==> config.mk <==
export PLATFORM = sky130hd
export DESIGN_NAME = enemy_agent
export DESIGN_NICKNAME = d
export VERILOG_FILES = /design/src/rtl/enemy_agent.sv
export SDC_FILE = /design/constraint.sdc
export NUM_CORES = 1
export LEC_CHECK = 0
export BUFFER_PORTS_ARGS = -buffer_cell sky130_fd_sc_hd__buf_2
export CORE_ASPECT_RATIO = 1.25
export CORE_MARGIN = 4
export CORE_UTILIZATION = 50
export CTS_BUF_LIST = sky130_fd_sc_hd__clkbuf_16
export DETAILED_ROUTE_END_ITERATION = 12
export GPL_ROUTABILITY_DRIVEN = 0
export PLACE_DENSITY = 0.71
export RECOVER_POWER = 50
export SETUP_SLACK_MARGIN = 0.1
export SLEW_MARGIN = 25
export SYNTH_ARGS = -nofsm -noshare
export SYNTH_HDL_FRONTEND = slang
export SYNTH_SLANG_ARGS = --single-unit
==> constraint.sdc <==
create_clock -name Clk -period 4.9 [get_ports Clk]
set_input_delay 1.47 -clock Clk [delete_from_list [all_inputs] [get_ports Clk]]
set_output_delay 1.47 -clock Clk [all_outputs]
set_load 0.05 [all_outputs]
==> src/rtl/enemy_agent.sv <==
// enemy_agent: one enemy slot. Holds position/type/hp/invulnerability and,
// on each frame tick, walks the four sprite corners against the shared level
// ROM port before committing a move or bouncing back.
module enemy_agent #(
  parameter int COORD_W       = 10,
  parameter int SPRITE        = 32,
  parameter int OFFSCREEN     = 700,
  parameter int HP_W          = 3,
  parameter int STEP_SLOW     = 2,
  parameter int STEP_FAST     = 4,
  parameter int FAST_TYPE     = 3,
  parameter int INVULN_FRAMES = 16
) (
  input  logic               Clk,
  input  logic               Reset,
  input  logic               frame_clk,
  input  logic               spawn,
  input  logic [COORD_W-1:0] spawn_x,
  input  logic [COORD_W-1:0] spawn_y,
  input  logic [1:0]         spawn_type,
  input  logic [HP_W-1:0]    spawn_hp,
  input  logic [2:0]         dir,
  input  logic               damage,
  input  logic               probe_wall,
  output logic [COORD_W-1:0] probe_x,
  output logic [COORD_W-1:0] probe_y,
  output logic [COORD_W-1:0] Enemy_X,
  output logic [COORD_W-1:0] Enemy_Y,
  output logic               active,
  output logic [1:0]         Enemy_Type,
  output logic [HP_W-1:0]    hp,
  output logic               invuln,
  output logic               busy
);

  localparam int INV_W = $clog2(INVULN_FRAMES + 1);
  localparam logic [COORD_W-1:0] OFF_C  = COORD_W'(OFFSCREEN);
  localparam logic [COORD_W-1:0] CORNER = COORD_W'(SPRITE - 1);

  typedef enum logic [2:0] {IDLE, P0, P1, P2, P3, COMMIT} state_t;
  state_t state, state_nxt;

  logic               frame_q, damage_q;
  logic               frame_edge, dmg_ok, lethal;
  logic [INV_W-1:0]   inv_cnt;
  logic [COORD_W-1:0] step, dx_c, dy_c;
  logic [COORD_W-1:0] dx, dy, cx, cy;
  logic               hit;

  assign frame_edge = frame_clk & ~frame_q;
  // a hit only lands on a live, vulnerable enemy, and a same-cycle spawn discards it
  assign dmg_ok     = damage & ~damage_q & active & (inv_cnt == '0) & ~spawn;
  assign lethal     = dmg_ok & (hp == HP_W'(1));
  assign invuln     = (inv_cnt != '0);
  assign busy       = (state != IDLE);

  // per-frame displacement from type and direction (two's complement, wraps)
  always_comb begin
    step = (Enemy_Type == 2'(FAST_TYPE)) ? COORD_W'(STEP_FAST) : COORD_W'(STEP_SLOW);
    dx_c = '0;
    dy_c = '0;
    case (dir)
      3'd1:    dx_c = -step;
      3'd2:    dx_c = step;
      3'd3:    dy_c = step;
      3'd4:    dy_c = -step;
      default: ;
    endcase
  end

  // probe sequencer next state; spawn and a lethal hit both abort to IDLE
  always_comb begin
    state_nxt = state;
    case (state)
      IDLE:    if (frame_edge && active) state_nxt = P0;
      P0:      state_nxt = P1;
      P1:      state_nxt = P2;
      P2:      state_nxt = P3;
      P3:      state_nxt = COMMIT;
      COMMIT:  state_nxt = IDLE;
      default: state_nxt = IDLE;
    endcase
    if (spawn || lethal) state_nxt = IDLE;
  end

  // state register
  always_ff @(posedge Clk) begin
    if (Reset) state <= IDLE;
    else       state <= state_nxt;
  end

  // datapath; later assignments take priority (commit < damage < spawn)
  always_ff @(posedge Clk) begin
    if (Reset) begin
      frame_q    <= 1'b0;
      damage_q   <= 1'b0;
      inv_cnt    <= '0;
      Enemy_X    <= OFF_C;
      Enemy_Y    <= OFF_C;
      probe_x    <= OFF_C;
      probe_y    <= OFF_C;
      active     <= 1'b0;
      Enemy_Type <= '0;
      hp         <= '0;
      dx         <= '0;
      dy         <= '0;
      cx         <= '0;
      cy         <= '0;
      hit        <= 1'b0;
    end else begin
      frame_q  <= frame_clk;
      damage_q <= damage;
      // every frame edge ages the invulnerability window, even while probing
      if (frame_edge && inv_cnt != '0) inv_cnt <= inv_cnt - INV_W'(1);

      case (state)
        IDLE: if (state_nxt == P0) begin
          dx      <= dx_c;
          dy      <= dy_c;
          cx      <= Enemy_X + dx_c;
          cy      <= Enemy_Y + dy_c;
          probe_x <= Enemy_X + dx_c;
          probe_y <= Enemy_Y + dy_c;
        end
        P0: begin
          hit     <= probe_wall;
          probe_x <= cx + CORNER;
          probe_y <= cy;
        end
        P1: begin
          hit     <= hit | probe_wall;
          probe_x <= cx;
          probe_y <= cy + CORNER;
        end
        P2: begin
          hit     <= hit | probe_wall;
          probe_x <= cx + CORNER;
          probe_y <= cy + CORNER;
        end
        P3: hit <= hit | probe_wall;
        COMMIT: begin
          if (hit) begin
            Enemy_X <= Enemy_X - dx;
            Enemy_Y <= Enemy_Y - dy;
          end else begin
            Enemy_X <= cx;
            Enemy_Y <= cy;
          end
        end
        default: ;
      endcase

      if (dmg_ok) begin
        if (lethal) begin
          active  <= 1'b0;
          Enemy_X <= OFF_C;
          Enemy_Y <= OFF_C;
        end else begin
          hp      <= hp - HP_W'(1);
          inv_cnt <= INV_W'(INVULN_FRAMES);
        end
      end

      if (spawn) begin
        inv_cnt <= '0;
        if (spawn_type != 2'd0) begin
          Enemy_X    <= spawn_x;
          Enemy_Y    <= spawn_y;
          Enemy_Type <= spawn_type;
          hp         <= (spawn_hp == '0) ? HP_W'(1) : spawn_hp;
          active     <= 1'b1;
        end else begin
          Enemy_X    <= OFF_C;
          Enemy_Y    <= OFF_C;
          Enemy_Type <= '0;
          hp         <= '0;
          active     <= 1'b0;
        end
      end
    end
  end

endmodule
* Word-level counts from Yosys, hierarchy flattened
Cells that the tools add are included.
W data, S select, Z words.
** Word-level totals
- Bits in registers :: 97
- Output and inout port bits :: 48
- Input port bits :: 34
- Word-level logic and storage cells :: 108
** Operators by class
- Equal/unequal tests :: 14
- Reduce and logical (&&, ||, !) cells :: 23
- Bitwise logic cells :: 10
- Mux-type cells :: 36
- Add/sub/neg operators :: 9
** Operators with widths (number)
- $mux W10 :: 14
- $pmux W10 S3 :: 2
- $pmux W10 S2 :: 2
- $mux W3 :: 8
- $add A10 B10 Y10 :: 2
- $add A10 B5 Y10 const B :: 2
- $sub A10 B10 Y10 :: 2
- $mux W5 :: 3
- $pmux W3 S5 :: 1
- $eq A3 B1 Y1 const B :: 4
- $eq A3 B2 Y1 const B :: 4
- $neg A3 Y10 :: 1
- $reduce_and A2 Y1 :: 5
- $eq A3 B3 Y1 const B :: 3
- $reduce_bool A3 Y1 :: 3
- $reduce_bool A2 Y1 :: 4
- $and A1 B1 Y1 :: 6
- $logic_not A3 Y1 :: 2
- $reduce_or A2 Y1 :: 3
- $logic_not A5 Y1 :: 1
- $reduce_bool A5 Y1 :: 1
- $sub A5 B1 Y5 const B :: 1
- $mux W1 :: 4
- $ne A2 B2 Y1 const B :: 2
- 9 further kinds :: 12

* Depth between registers and ports, before layout
- Word-level depth :: 11
- Depth in mapped cells :: 11
- Mapped depth without buffers :: 11

* Worst setup path after synthesis
No wires, ideal clock.
- Path type :: in2reg
- Start point :: input dir[0]
- End point :: register probe_x[8]
- Stages :: 10
- Buffers on the path :: 0
- Path slack :: 1.250 ns
- Setup time :: 0.133 ns
- Arrival :: 3.518 ns
- Required time :: 4.767 ns
- Cell sequence :: nand2b_1 or2_2 a21oi_1 ha_1 a21o_1 a221oi_1 a21oi_1 xor2_1 a221oi_1 a21oi_1
** Between the ends
- Longest elaborated chain between the ends :: 5
- Elaborated cells between the ends (all ways) :: 6
- Classes of those cells :: add/sub: 1; eq/ne: 2; mux: 3
** Ends and longest elaborated chain
- start, declared :: line 22 : input logic [2:0] dir,
- $eq A3 B2 Y1 / $eq A3 B1 Y1 (equally long branches) :: line 62 : case (dir)
- $pmux W10 S2 (*) :: line 62
- via dx_c[2] :: line 46 : logic [COORD_W-1:0] step, dx_c, dy_c;
- $add A10 B10 Y10 (*) :: line 122 : probe_x <= Enemy_X + dx_c;
- $mux W10 (*) :: line 117 : IDLE: if (state_nxt == P0) begin
- $pmux W10 S3 (*) :: line 116 : case (state)
- end signal, assigned :: line 122
- end signal, assigned :: line 127 : probe_x <= cx + CORNER;
- end signal, assigned :: line 137 : probe_x <= cx + CORNER;
- end, declared :: line 25 : output logic [COORD_W-1:0] probe_x,
Mark *: on every way through the listed nets, which the timed path passes. The rest lies on a longest branch. The select of a mux whose other input is x is not followed.
A chain may end at the register's enable or synchronous reset.

==> flow_metrics.py <==
metrics = {
    "cells_and_area": {
        "fin_nets": 883,
        "fillers": 1068,
        "n_antenna_cell": 0,
        "regArea_um2": 1660,
        "stdcell_count": 947,
        "area_delta_synth_final_pct": 13.1,
        "fin_area_um2": 6420,
        "finish.utilization_pct": 58.0,
        "multi_input_area_um2": 3750,
        "drive_above_1_share_pct": 9.24,
    },
    "route": {
        "routed_wl_um": 17700,
        "vias": 5889,
        "dr.pass1.iters": 5,
        "routedWlPerCell_um": 18.6,
        "drt_iter0_markers": 444,
        "vias_per_cell": 6.22,
        "ant_nets": 0,
        "drc": 0,
    },
    "die": {
        "die_h_um": 127,
        "rows": 43,
        "initial_core_util_pct": 51.3,
        "core_area_um2": 11100,
        "dieWidth_um": 103,
        "dieArea_um2": 13100,
        "pin_count": 82,
    },
    "sta": {
        "fin_crit_ns": 4.08,
        "max_freq_mhz": 245,
        "slew_viol_final": 34,
        "slew_headroom_pct": -8.35,
        "final.setup_skew_ns": 0.00715,
        "worst_slew_pin_slew_ns": 1.63,
        "hold_viol": 0,
        "whs_ns": 0.457,
        "setup_viol": 0,
        "period_share_pct": 83.2,
        "rsz0062_at_grt": "false",
        "fin_tns_setup_ns": 0,
        "worst_slack_ns": 0.821,
    },
    "grt": {
        "grt_pass1_vias": 5750,
        "track_usage_pct": 27.7,
        "grt_pass1_wl_um": 28700,
        "grt_overflow": 0,
        "antenna_found_initial": 0,
        "grt_max_degree": 34,
    },
    "synthesis": {
        "synth_edf_count": 0,
        "synth_cell_types": 68,
        "syn_inst": 741,
        "ys_seq_area_share_pct": 29.2,
        "synth-warning-count": 0,
        "postSynthAreaPerCell_um2": 7.67,
        "synth_top_cell_area_share_pct": 29.2,
        "syn-num-nets": 817,
        "netlist_top_cells_area": "dfxtp_1, ha_1, a21oi_1",
        "syn_area_um2": 5680,
        "yosys.area.top_type": "dfxtp_1",
        "ys_ff_latch": 83,
        "synthFlopType": "dfxtp_1",
        "async_flop_share_pct": 0,
    },
    "outcome": {
        "violations": "capacitance limit, slew limit",
        "outcome": "finished, violations left",
    },
    "power": {
        "p_clk_share_pct": 37.5,
        "power_frac_seq_pct": 41.4,
        "internal-power_mw": 1.21,
        "power.leakage_nw": 2.47,
        "total_power_mw": 1.77,
        "p_per_area_nw_per_um2": 275,
        "swShare_pct": 31.6,
        "ir_drop_mv": 0.182,
        "switchingPower_mw": 0.559,
        "power.share.combinational_pct": 21.1,
    },
    "clocking": {
        "cts_max_path_buffers": 2,
        "path_clk_slew_ns": 0.06,
        "cts-root-buf": "clkbuf_16",
        "postCtsHoldBufs": 0,
        "insertion_delay_ns": 0.35,
        "ctsHtreeMaxLevel": 3,
        "postCtsSetupBuffers": 0,
        "cts_sinks": 83,
        "cts-resized-gates": 0,
        "cts_tree": "done",
        "numCtsBuffers": 9,
    },
    "placed_design": {
        "placed_area_um2": 6210,
        "pre_cts_slack_ns": 0.790,
        "portBuffers": 81,
        "post-dp-hpwl_um": 13100,
        "placedCellCount": 931,
    },
    "setup_path": {
        "critPathBufInv": 2,
        "crit_path_start_kind": "primary input",
        "cp_common_cell": "clkbuf_1",
        "critPathMaxFanout": 33,
        "rr_worst_depth": 9,
        "required_ns": 5.14,
        "cp-end-kind": "register",
        "path_depth": 8,
        "criticalPathCategory": "primary input to register",
        "crit_slowest_cell": "clkbuf_1",
        "critical_path.max_stage_delay_ns": 1.15,
        "cp_data_arrival_time_ns": 4.32,
        "crit_chain": "clkbuf_1, nor2_1, o31ai_1, clkbuf_1, a211oi_1, nand2b_1, mux2i_1, a221o_1",
        "r2r_slack_ns": 1.98,
        "critPathTopFamily": "buffers and inverters",
    },
    "hold_path": {
        "holdCritPathClass": "register to register",
        "min_path_cells": 2,
    },
    "job": {
        "drv_cap": 1,
    },
}
-- power groups by stage --
stage	Sequential [mW]	Combinational, mW	Clock [mW]
after floorplan	0.804	0.207	0
after global placement	0.745	0.365	0
after detailed placement	0.746	0.374	0
after CTS	0.731	0.377	0.672
after global routing	0.736	0.408	0.701
final	0.733	0.373	0.664
-- cell usage in the layout (no fill, tap or decap), types with 9 or more instances in the layout --
cell        n
nor2_1     73
o22ai_1    10
nor2b_1    11
buf_2      37
buf_4      12
nor3_1     25
nand2b_1   14
clkbuf_1   47
xnor2_1    22
inv_1      35
o21ai_0    39
a211oi_1   11
a21oi_1    73
a31oi_1    12
ha_1       40
nand2_1    93
mux2i_1    13
dfxtp_1    83
nand3_1    12
clkbuf_16   9
xor2_1     11
-- area by class of cell --
class	instances	share of cell area [%]
sequential	83	25.9
multi-input combinational	586	58.3
clock inverter	7	0.838
clock buffer	9	3.51
tap	135	2.63
timing repair buffer	96	7.03
inverter	31	1.81
-- flip-flops by register name, summed over array words and instances (netlist names), 5 cells and up --
signal   flops
Enemy_X     10
cy          10
cx          10
probe_x     10
probe_y     10
Enemy_Y     10
inv_cnt      5
-- cells by family after synthesis --
logic type                 count (synthesis)  share of synthesized area, %
xor gates and xnor gates                  33                          5.09
muxes                                     14                          2.49
adders and majority gates                 42                          9.51
and+or+nand+nor                          270                          22.7
DFF                                       83                          29.2
buffers and inverters                     72                          5.02
AOI/OAI and AO/OA                        227                          25.9
-- worst register-to-register path, delay by kind of cell (launching register included) --
family	cells	cell delay, ns
compound gates	3	0.76
mux	1	0.07
buf+inv	2	0.78
simple gates	2	0.73
flops	1	0.33
fa+ha+maj	1	0.13
-- path summary, 6_finish.rpt --
| kind | startpoint | to |
|---|---|---|
| max | Reset | Enemy_Y[8] |
| min | probe_x[1] | probe_x[1] |
| max reg2reg | inv_cnt[0] | Enemy_Y[8] |
| min reg2reg | probe_x[1] | probe_x[1] |
-- cell usage after synthesis (6+ instances only) --
| cell | instances |
|---|---|
| o211ai_1 | 6 |
| a21oi_1 | 73 |
| a22oi_1 | 7 |
| nand2b_1 | 14 |
| dfxtp_1 | 83 |
| a211oi_1 | 11 |
| buf_2 | 6 |
| a31oi_1 | 12 |
| a221oi_1 | 8 |
| inv_1 | 31 |
| nor3_1 | 26 |
| clkbuf_1 | 29 |
| xor2_1 | 11 |
| nor2b_1 | 11 |
| a21o_1 | 7 |
| xnor2_1 | 22 |
| mux2i_1 | 13 |
| ha_1 | 40 |
| nor3b_1 | 6 |
| o21ai_0 | 39 |
| o22ai_1 | 10 |
| nor2_1 | 73 |
| nand3_1 | 12 |
| nand2_1 | 93 |
-- routing by layer --
metal / share of wire, % / wire (um) / up-vias / GRT usage, %
li1: - / - / 2818 / -
met1: 41 / 7280 / 2742 / 36.1
met4: 4.3 / 768 / 0 / 13.8
met5: 0 / 0 / - / 0
met2: 47 / 8330 / 271 / 43.6
met3: 7.2 / 1270 / 58 / 4.97
Power figures use the tool's default switching activity.
